`src/rtl/rotate_scheduler_if.sv`:
```
// Handshake bundle between two rotate requesters, the shared scheduler and
// the single result consumer.
interface rotate_scheduler_if #(
    parameter int REP_W = 3
);
    logic             req0_valid;
    logic             req0_ready;
    logic [31:0]      req0_data;
    logic [4:0]       req0_amt;
    logic             req0_dir;
    logic [REP_W-1:0] req0_rep;

    logic             req1_valid;
    logic             req1_ready;
    logic [31:0]      req1_data;
    logic [4:0]       req1_amt;
    logic             req1_dir;
    logic [REP_W-1:0] req1_rep;

    logic             out_valid;
    logic             out_ready;
    logic [31:0]      out_data;
    logic             out_id;

    modport master (
        output req0_valid, req0_data, req0_amt, req0_dir, req0_rep,
        output req1_valid, req1_data, req1_amt, req1_dir, req1_rep,
        output out_ready,
        input  req0_ready, req1_ready,
        input  out_valid, out_data, out_id
    );

    modport slave (
        input  req0_valid, req0_data, req0_amt, req0_dir, req0_rep,
        input  req1_valid, req1_data, req1_amt, req1_dir, req1_rep,
        input  out_ready,
        output req0_ready, req1_ready,
        output out_valid, out_data, out_id
    );
endinterface

```
`src/rtl/rotate_scheduler.sv`:
```
// Two requesters share one 32-bit circular rotator; a job rotates its word
// rep+1 times and the result is held until the consumer takes it.
module rotate_scheduler #(
    parameter int REP_W = 3
) (
    input  logic              clk,
    input  logic              rst_n,
    rotate_scheduler_if.slave bus
);

    typedef enum logic [1:0] {
        IDLE,
        ROT,
        DONE
    } state_t;

    state_t           state_q, state_d;
    logic             rr_q, rr_d;
    logic [31:0]      data_q, data_d;
    logic [4:0]       amt_q, amt_d;
    logic             dir_q, dir_d;
    logic [REP_W-1:0] rep_cnt_q, rep_cnt_d;
    logic             id_q, id_d;
    logic [31:0]      out_data_q, out_data_d;
    logic             out_id_q, out_id_d;

    logic             any_valid;
    logic             grant_id;
    logic             req0_ready;
    logic             req1_ready;

    logic [31:0]      sel_data;
    logic [4:0]       sel_amt;
    logic             sel_dir;
    logic [REP_W-1:0] sel_rep;

    logic [63:0]      rot_double;
    logic [63:0]      rot_left;
    logic [63:0]      rot_right;
    logic [31:0]      rot_out;

    // Rotating the doubled word lets a plain shift wrap the bits around.
    always_comb begin
        rot_double = {data_q, data_q};
        rot_left   = rot_double << amt_q;
        rot_right  = rot_double >> amt_q;
        rot_out    = dir_q ? rot_left[63:32] : rot_right[31:0];
    end

    always_comb begin
        any_valid = bus.req0_valid | bus.req1_valid;
        if (bus.req0_valid && bus.req1_valid) begin
            grant_id = rr_q;
        end else begin
            grant_id = bus.req1_valid;
        end
        sel_data = grant_id ? bus.req1_data : bus.req0_data;
        sel_amt  = grant_id ? bus.req1_amt  : bus.req0_amt;
        sel_dir  = grant_id ? bus.req1_dir  : bus.req0_dir;
        sel_rep  = grant_id ? bus.req1_rep  : bus.req0_rep;
    end

    always_comb begin
        state_d    = state_q;
        rr_d       = rr_q;
        data_d     = data_q;
        amt_d      = amt_q;
        dir_d      = dir_q;
        rep_cnt_d  = rep_cnt_q;
        id_d       = id_q;
        out_data_d = out_data_q;
        out_id_d   = out_id_q;
        req0_ready = 1'b0;
        req1_ready = 1'b0;

        case (state_q)
            IDLE: begin
                // Ready is gated by rst_n so it is low for the whole reset.
                if (rst_n && any_valid) begin
                    req0_ready = ~grant_id;
                    req1_ready = grant_id;
                    data_d     = sel_data;
                    amt_d      = sel_amt;
                    dir_d      = sel_dir;
                    rep_cnt_d  = sel_rep;
                    id_d       = grant_id;
                    state_d    = ROT;
                end
            end
            ROT: begin
                data_d = rot_out;
                if (rep_cnt_q == '0) begin
                    out_data_d = rot_out;
                    out_id_d   = id_q;
                    state_d    = DONE;
                end else begin
                    rep_cnt_d = rep_cnt_q - 1'b1;
                end
            end
            DONE: begin
                if (bus.out_ready) begin
                    rr_d    = ~id_q;
                    state_d = IDLE;
                end
            end
            default: begin
                state_d = IDLE;
            end
        endcase
    end

    always_ff @(posedge clk or negedge rst_n) begin
        if (!rst_n) begin
            state_q    <= IDLE;
            rr_q       <= 1'b0;
            data_q     <= '0;
            amt_q      <= '0;
            dir_q      <= 1'b0;
            rep_cnt_q  <= '0;
            id_q       <= 1'b0;
            out_data_q <= '0;
            out_id_q   <= 1'b0;
        end else begin
            state_q    <= state_d;
            rr_q       <= rr_d;
            data_q     <= data_d;
            amt_q      <= amt_d;
            dir_q      <= dir_d;
            rep_cnt_q  <= rep_cnt_d;
            id_q       <= id_d;
            out_data_q <= out_data_d;
            out_id_q   <= out_id_d;
        end
    end

    assign bus.req0_ready = req0_ready;
    assign bus.req1_ready = req1_ready;
    assign bus.out_valid  = (state_q == DONE);
    assign bus.out_data   = out_data_q;
    assign bus.out_id     = out_id_q;

endmodule

```
`src/flat_wrapper.sv`:
```
// flat-port wrapper written by rule: the top's interface ports become plain ports
module rotate_scheduler_flat 
#(
    parameter int REP_W = 3
)
  (clk, rst_n, bus_req0_valid, bus_req0_data, bus_req0_amt, bus_req0_dir, bus_req0_rep, bus_req1_valid, bus_req1_data, bus_req1_amt, bus_req1_dir, bus_req1_rep, bus_out_ready, bus_req0_ready, bus_req1_ready, bus_out_valid, bus_out_data, bus_out_id);
  rotate_scheduler_if #(.REP_W(REP_W)) bus_i ();
  input  logic clk;
  input  logic rst_n;
  input wire logic [$bits(bus_i.req0_valid)-1:0] bus_req0_valid;
  input wire logic [$bits(bus_i.req0_data)-1:0] bus_req0_data;
  input wire logic [$bits(bus_i.req0_amt)-1:0] bus_req0_amt;
  input wire logic [$bits(bus_i.req0_dir)-1:0] bus_req0_dir;
  input wire logic [$bits(bus_i.req0_rep)-1:0] bus_req0_rep;
  input wire logic [$bits(bus_i.req1_valid)-1:0] bus_req1_valid;
  input wire logic [$bits(bus_i.req1_data)-1:0] bus_req1_data;
  input wire logic [$bits(bus_i.req1_amt)-1:0] bus_req1_amt;
  input wire logic [$bits(bus_i.req1_dir)-1:0] bus_req1_dir;
  input wire logic [$bits(bus_i.req1_rep)-1:0] bus_req1_rep;
  input wire logic [$bits(bus_i.out_ready)-1:0] bus_out_ready;
  output wire logic [$bits(bus_i.req0_ready)-1:0] bus_req0_ready;
  output wire logic [$bits(bus_i.req1_ready)-1:0] bus_req1_ready;
  output wire logic [$bits(bus_i.out_valid)-1:0] bus_out_valid;
  output wire logic [$bits(bus_i.out_data)-1:0] bus_out_data;
  output wire logic [$bits(bus_i.out_id)-1:0] bus_out_id;
  assign bus_i.req0_valid = bus_req0_valid;
  assign bus_i.req0_data = bus_req0_data;
  assign bus_i.req0_amt = bus_req0_amt;
  assign bus_i.req0_dir = bus_req0_dir;
  assign bus_i.req0_rep = bus_req0_rep;
  assign bus_i.req1_valid = bus_req1_valid;
  assign bus_i.req1_data = bus_req1_data;
  assign bus_i.req1_amt = bus_req1_amt;
  assign bus_i.req1_dir = bus_req1_dir;
  assign bus_i.req1_rep = bus_req1_rep;
  assign bus_i.out_ready = bus_out_ready;
  assign bus_req0_ready = bus_i.req0_ready;
  assign bus_req1_ready = bus_i.req1_ready;
  assign bus_out_valid = bus_i.out_valid;
  assign bus_out_data = bus_i.out_data;
  assign bus_out_id = bus_i.out_id;
  rotate_scheduler #(.REP_W(REP_W)) u_core (.clk(clk), .rst_n(rst_n), .bus(bus_i));
endmodule
```
`config.mk`:
```
export PLATFORM = sky130hd
export DESIGN_NAME = rotate_scheduler_flat
export DESIGN_NICKNAME = d
export VERILOG_FILES = /design/src/rtl/rotate_scheduler_if.sv /design/src/rtl/rotate_scheduler.sv /design/src/flat_wrapper.sv
export SDC_FILE = /design/constraint.sdc
export NUM_CORES = 1
export LEC_CHECK = 0
export CAP_MARGIN = 20
export CORE_ASPECT_RATIO = 1.5
export CORE_MARGIN = 2
export CORE_UTILIZATION = 60
export DETAILED_ROUTE_END_ITERATION = 6
export GPL_TIMING_DRIVEN = 0
export PLACE_DENSITY = 0.88
export SYNTH_ARGS = -nofsm -noshare
export SYNTH_HDL_FRONTEND = slang
export SYNTH_SLANG_ARGS = --single-unit
```
`constraint.sdc`:
```
create_clock -name clk -period 4.3 [get_ports clk]
set_input_delay 0.645 -clock clk [delete_from_list [all_inputs] [get_ports clk]]
set_output_delay 0.645 -clock clk [all_outputs]
set_load 0.02 [all_outputs]
```
=== Yosys cells after proc, flatten, opt, wreduce, memory -nomap -nowiden ===
Index checks and enable logic that the tools add are counted.

* Bits in registers: 78
* Output and inout port bits: 36

* $add $sub $neg: 1
* Equality and inequality tests: 6
* Shifts and indexed selects: 2
* Muxes and demuxes: 19
* Bitwise operators: 3
* Reductions and logical operators: 11

{| class="wikitable"
|+ Operators by type and width
! kind !! count
|-
| $mux W32 || 3
|-
| $pmux W32 S2 || 1
|-
| $shl A64 B5 Y64 || 1
|-
| $shr A64 B5 Y32 || 1
|-
| $mux W3 || 3
|-
| $reduce_and A2 Y1 || 4
|-
| $mux W1 || 6
|-
| $mux W2 || 3
|-
| $pmux W2 S3 || 1
|-
| $pmux W3 S2 || 1
|-
| $reduce_and A3 Y1 || 2
|-
| $mux W5 || 1
|-
| $ne A2 B1 Y1 const B || 2
|-
| $ne A2 B2 Y1 const B || 2
|-
| $logic_not A3 Y1 || 1
|-
| $sub A3 B1 Y3 const B || 1
|-
| $eq A2 B1 Y1 const B || 1
|-
| $eq A2 B2 Y1 const B || 1
|-
| $logic_and A1 B1 Y1 || 2
|-
| $logic_not A2 Y1 || 1
|-
| $not A1 Y1 || 2
|-
| $reduce_bool A2 Y1 || 1
|-
| $or A1 B1 Y1 || 1
|}

=== Logic depth before layout (Yosys ltp) ===
Gate-level depths: netlist of the first run.

* Depth after elaboration: 5
* Depth in mapped cells: 7
* Gate-level depth less buffers: 6

=== Worst setup path after synthesis of the first run ===
Ideal clock, no wire load.

* Kind: reg-to-reg
* Start point: register u_core.dir_q
* End point: register u_core.data_q[10]
* Setup time: 0.126 ns
* Arrival: 2.758 ns
* Required time: 4.174 ns
* Slack: 1.416 ns
* Cell stages (with the launch flop): 6
* Period minus slack after synthesis: 2.884 ns
* Cell sequence: dfrtp_1 > clkbuf_1 > buf_1 > mux4_2 > mux4_2 > a221o_1

* Cells in the longest elaborated chain, start to end: 2

{| class="wikitable"
|+ Ends and longest elaborated chain
! what !! line !! RTL
|-
| from (decl) || rotate_scheduler.sv:21 || <nowiki>logic dir_q, dir_d;</nowiki>
|-
| from (signal assigned) || rotate_scheduler.sv:128 || <nowiki>dir_q <= dir_d;</nowiki>
|-
| $mux W32 || rotate_scheduler.sv:47 || <nowiki>rot_out = dir_q ? rot_left[63:32] : rot_right[31:0];</nowiki>
|-
| $pmux W32 S2 || rotate_scheduler.sv:76 || <nowiki>case (state_q)</nowiki>
|-
| to (signal assigned) || rotate_scheduler.sv:126 || <nowiki>data_q <= data_d;</nowiki>
|-
| to (decl) || rotate_scheduler.sv:19 || <nowiki>logic [31:0] data_q, data_d;</nowiki>
|}

Every way passes these cells.
A chain may end at the register's enable or synchronous reset.

=== Worst setup path after layout of the first run ===
* Start point: input port bus_req0_valid
* End point: output port bus_req0_ready

* Cells in the longest elaborated chain, start to end: 5
* Elaborated cells between the ends (all ways): 7
* Those cells by class: mux: 3; bitwise: 2; reduce/logical: 2

{| class="wikitable"
|+ Ends and longest elaborated chain
! what !! line !! RTL
|-
| from (decl) || flat_wrapper.sv:10 || <nowiki>input wire logic [$bits(bus_i.req0_valid)-1:0] bus_req0_valid;</nowiki>
|-
| $logic_and A1 B1 Y1 || rotate_scheduler.sv:52 || <nowiki>if (bus.req0_valid && bus.req1_valid) begin</nowiki>
|-
| $mux W1 || rotate_scheduler.sv:52 ||
|-
| $not A1 Y1 || rotate_scheduler.sv:80 || <nowiki>req0_ready = ~grant_id;</nowiki>
|-
| $mux W1 (*) || rotate_scheduler.sv:79 || <nowiki>if (rst_n && any_valid) begin</nowiki>
|-
| $mux W1 (*) || rotate_scheduler.sv:76 ||
|-
| to (decl) || flat_wrapper.sv:21 || <nowiki>output wire logic [$bits(bus_i.req0_ready)-1:0] bus_req0_ready;</nowiki>
|}

Mark *: on every way between the ends. The rest lies on a longest branch, timed or not.

==> results of run 1 <==
[per-layer routing]
layer	up-vias	GRT usage, %	wire, um
li1	2394	-	-
met1	3242	51.00	8076
met2	722	68.64	13530
met3	234	15.77	3976
met4	0	32.88	2986
met5	-	0	0
[through the flow]
| step | TNS [ps] | util, % |
|---|---|---|
| floorplan | 0 | - |
| global placement | -43420 | 73.49 |
| detailed placement | -94.38 | 73.70 |
| CTS | 0 | 76.05 |
| global route | 0 | 76.06 |
| finish | 0 | 76.06 |
[sequential cells by signal, summed over array words and instances, names as in the netlist]
signal and count:
u_core.data_q 32, u_core.bus.out_data 32, u_core.rep_cnt_q 3, u_core.id_q 1
u_core.bus.out_id 1, u_core.amt_q 5, u_core.dir_q 1, u_core.rr_q 1
u_core.state_q 2
[worst max path at each step]
stage	depth (start not counted)	endpoint	slack, ps
detailed placement	8	bus_req0_ready	-90
finish	8	bus_req0_ready	140
global placement	7	bus_req0_ready	-2170
floorplan	5	u_core.data_q[10]	1420
global route	8	bus_req0_ready	30
CTS	8	bus_req0_ready	120
[synth_stat cells (all sizes together)]
| library cell | n |
|---|---|
| a21o | 3 |
| a21oi | 2 |
| a221o | 31 |
| a22o | 1 |
| a22oi | 1 |
| a311oi | 1 |
| a31oi | 2 |
| and2 | 3 |
| and3 | 31 |
| buf | 17 |
| clkbuf | 43 |
| dfrtp | 78 |
| ha | 2 |
| inv | 5 |
| mux2 | 65 |
| mux2i | 9 |
| mux4 | 160 |
| nand2 | 9 |
| nand2b | 3 |
| nand3b | 2 |
| nor2 | 4 |
| nor2b | 3 |
| nor3b | 1 |
| o21ai | 8 |
| o221ai | 1 |
| o31ai | 1 |
| or2 | 1 |
[worst register-to-register path, delay by kind of cell (launching register included)]
kind	cells	cell delay, ps
compound gates	1	400
mux	2	1020
buf+inv	3	1690
flops	1	470
[cell type report]
class / count / share of cell area, %
Timing Repair Buffer: 123 / 13.57
Clock inverter: 7 / 0.6265
Multi-Input combinational cell: 344 / 56.93
Tap cell: 153 / 2.084
Sequential cell: 78 / 21.25
Buffer: 60 / 2.887
Inverter: 5 / 0.2043
Clock buffer: 9 / 2.452
[cell families (layout without fill, tap and decap cells)]
kind of cell	count (synthesis)	after routing
AO/OA/AOI/OAI	51	51
buffers and inverters	65	204
multiplexers	234	234
flip-flops	78	78
AND/OR/NAND/NOR	57	57
adder cells (fa/ha/maj)	2	2
[what timing repair did]
action	CTS	global route
endpoints found under the setup margin	2	1
gates cloned	0	0
resized for setup	1	2
[layout by cell type (no fill, tap or decap), drive strengths merged, types with 4 or more instances in the layout]
master,instances
nor2,4
o21ai,8
nand2,9
mux2i,9
clkdlybuf4s50,121
mux4,160
inv,8
buf,19
clkbuf,52
a221o,31
dfrtp,78
and3,31
mux2,65
==> flow_metrics.tcl, run 1 <==
set metrics [dict create \
    fin_nets 710 \
    grt_pass1_vias 6959 \
    relSlewSlack_pct 39.02 \
    drive_above_1_share_pct 39.94 \
    fp-row-count 49 \
    clock.fmax_mhz 240.6 \
    finalHoldViolCount 0 \
    synth.distinct_cells 32 \
    final-setup-viol-count 0 \
    crit_chain "clkdlybuf4s50_1 > nor2b_1 > nand2b_1 > clkbuf_1 > buf_1 > buf_2 > and2_1 > clkdlybuf4s50_1" \
    final_area_um2 9186 \
    status "finished, violations left" \
    clock_sinks 78 \
    critPathTopFamily "buffers and inverters" \
    yosysTopAreaCell "mux4_2" \
    synth_top_area_share_pct 47.07 \
    worst_clock_skew_ps 12.21 \
    syn_inst 487 \
    syn_nets 576 \
    yosys.area_share.simple_pct 4.392 \
    cpMostUsedCell "clkdlybuf4s50_1" \
    syn_avg_cell_area_um2 15.33 \
    synthAdderAreaFrac_pct 0.3353 \
    dp_hpwl_mm 21.56 \
    cp_max_fo 10 \
    die_h_um 140.6 \
    cts_setup_buffers 0 \
    worstPathRequired_ps 3650 \
    htree_levels 3 \
    root_buffer "clkbuf_16" \
    cap_violations 0 \
    initial_core_util_pct 61.79 \
    cts_hold_buffers 0 \
    drc 21 \
    setup_ws_ps 143.7 \
    postRouteAntennaNets 0 \
    fp.coreArea_um2 12080 \
    io_pins 123 \
    antenna_cells 0 \
    multi_input_area_um2 5230 \
    antenna_found_initial 1 \
    yosys-top-cells-area "mux4_2, dfrtp_1, mux2_2" \
    synth_area_um2 7463 \
    cp-end-kind "output port" \
    cp.arrival_ps 3510 \
    io_buffers 122 \
    synth_mux_area_share_pct 59.50 \
    place_ws_ps -94.38 \
    stdcell_count 779 \
    dieWidth_um 95.07 \
    place_inst 763 \
    rr_worst_depth 6 \
    start_kind "input pin" \
    clk_path_buf_depth 2 \
    violations "design-rule violations" \
    num-fill-cells 729 \
    wirelength_mm 28.57 \
    rrSetupSlack_ps 600 \
    synth_compound_area_share_pct 5.851 \
    yosysSeqAreaShare_pct 26.15 \
    synth-xor-area-share_pct 0 \
    slowest_delay_ps 600 \
    grtUsageTotal_pct 44.70 \
    ys_seq_elements 78 \
    drv_slew 0 \
    die_area_um2 13370 \
    cts_tree "yes" \
    whs_ps 94.42 \
    drt_iter0_markers 1040 \
    vias 6592 \
    rsz0062_at_grt "false" \
    path_clk_slew_ps 70 \
    fin_crit_ps 4156 \
    worst_pin_slew_ps 914.7 \
    r2r_start "u_core.dir_q" \
    seq_area_um2 1952 \
    critPathLaunch "bus_req0_valid" \
    overflow 0 \
    dpl-instance-area_um2 8901 \
    gp_congestion 1.177 \
    grt_first_pass_wirelength_mm 42.43 \
    grt_max_degree 78 \
    cts_buffers 9 \
    r2r-end "u_core.data_q[2]" \
    avgViaCountPerCell 8.462 \
    routedWlPerCell_um 36.67 \
    critical_path_class "in2out" \
    hp-class "in2async" \
    insertion_delay_ps 340 \
    fin_crit_sh_pct 96.66 \
    ys.warnings.count 0 \
    cp_slowest_cell "clkdlybuf4s50_1" \
    crit_buf_inv 5 \
    dr.pass1.iters 7 \
    area_growth_pct 23.08 \
    synth_top_family_by_area "multiplexers" \
]
Power of run 1 is not shown: default switching activity piles up to over one toggle a cycle in this logic, so the estimate is an artifact.
==> inputs of run 2 (changes only) <==
--- a/config.mk
+++ b/config.mk
@@ -9,6 +9,7 @@
 export CORE_ASPECT_RATIO = 1.5
 export CORE_MARGIN = 2
 export CORE_UTILIZATION = 60
+export CTS_CLUSTER_SIZE = 14
 export DETAILED_ROUTE_END_ITERATION = 6
 export GPL_TIMING_DRIVEN = 0
 export PLACE_DENSITY = 0.88
==> results of run 2 <==
No change in the layout: final DEF, timing and power equal those of run 1.
Power of run 2 is left out for the same reason.
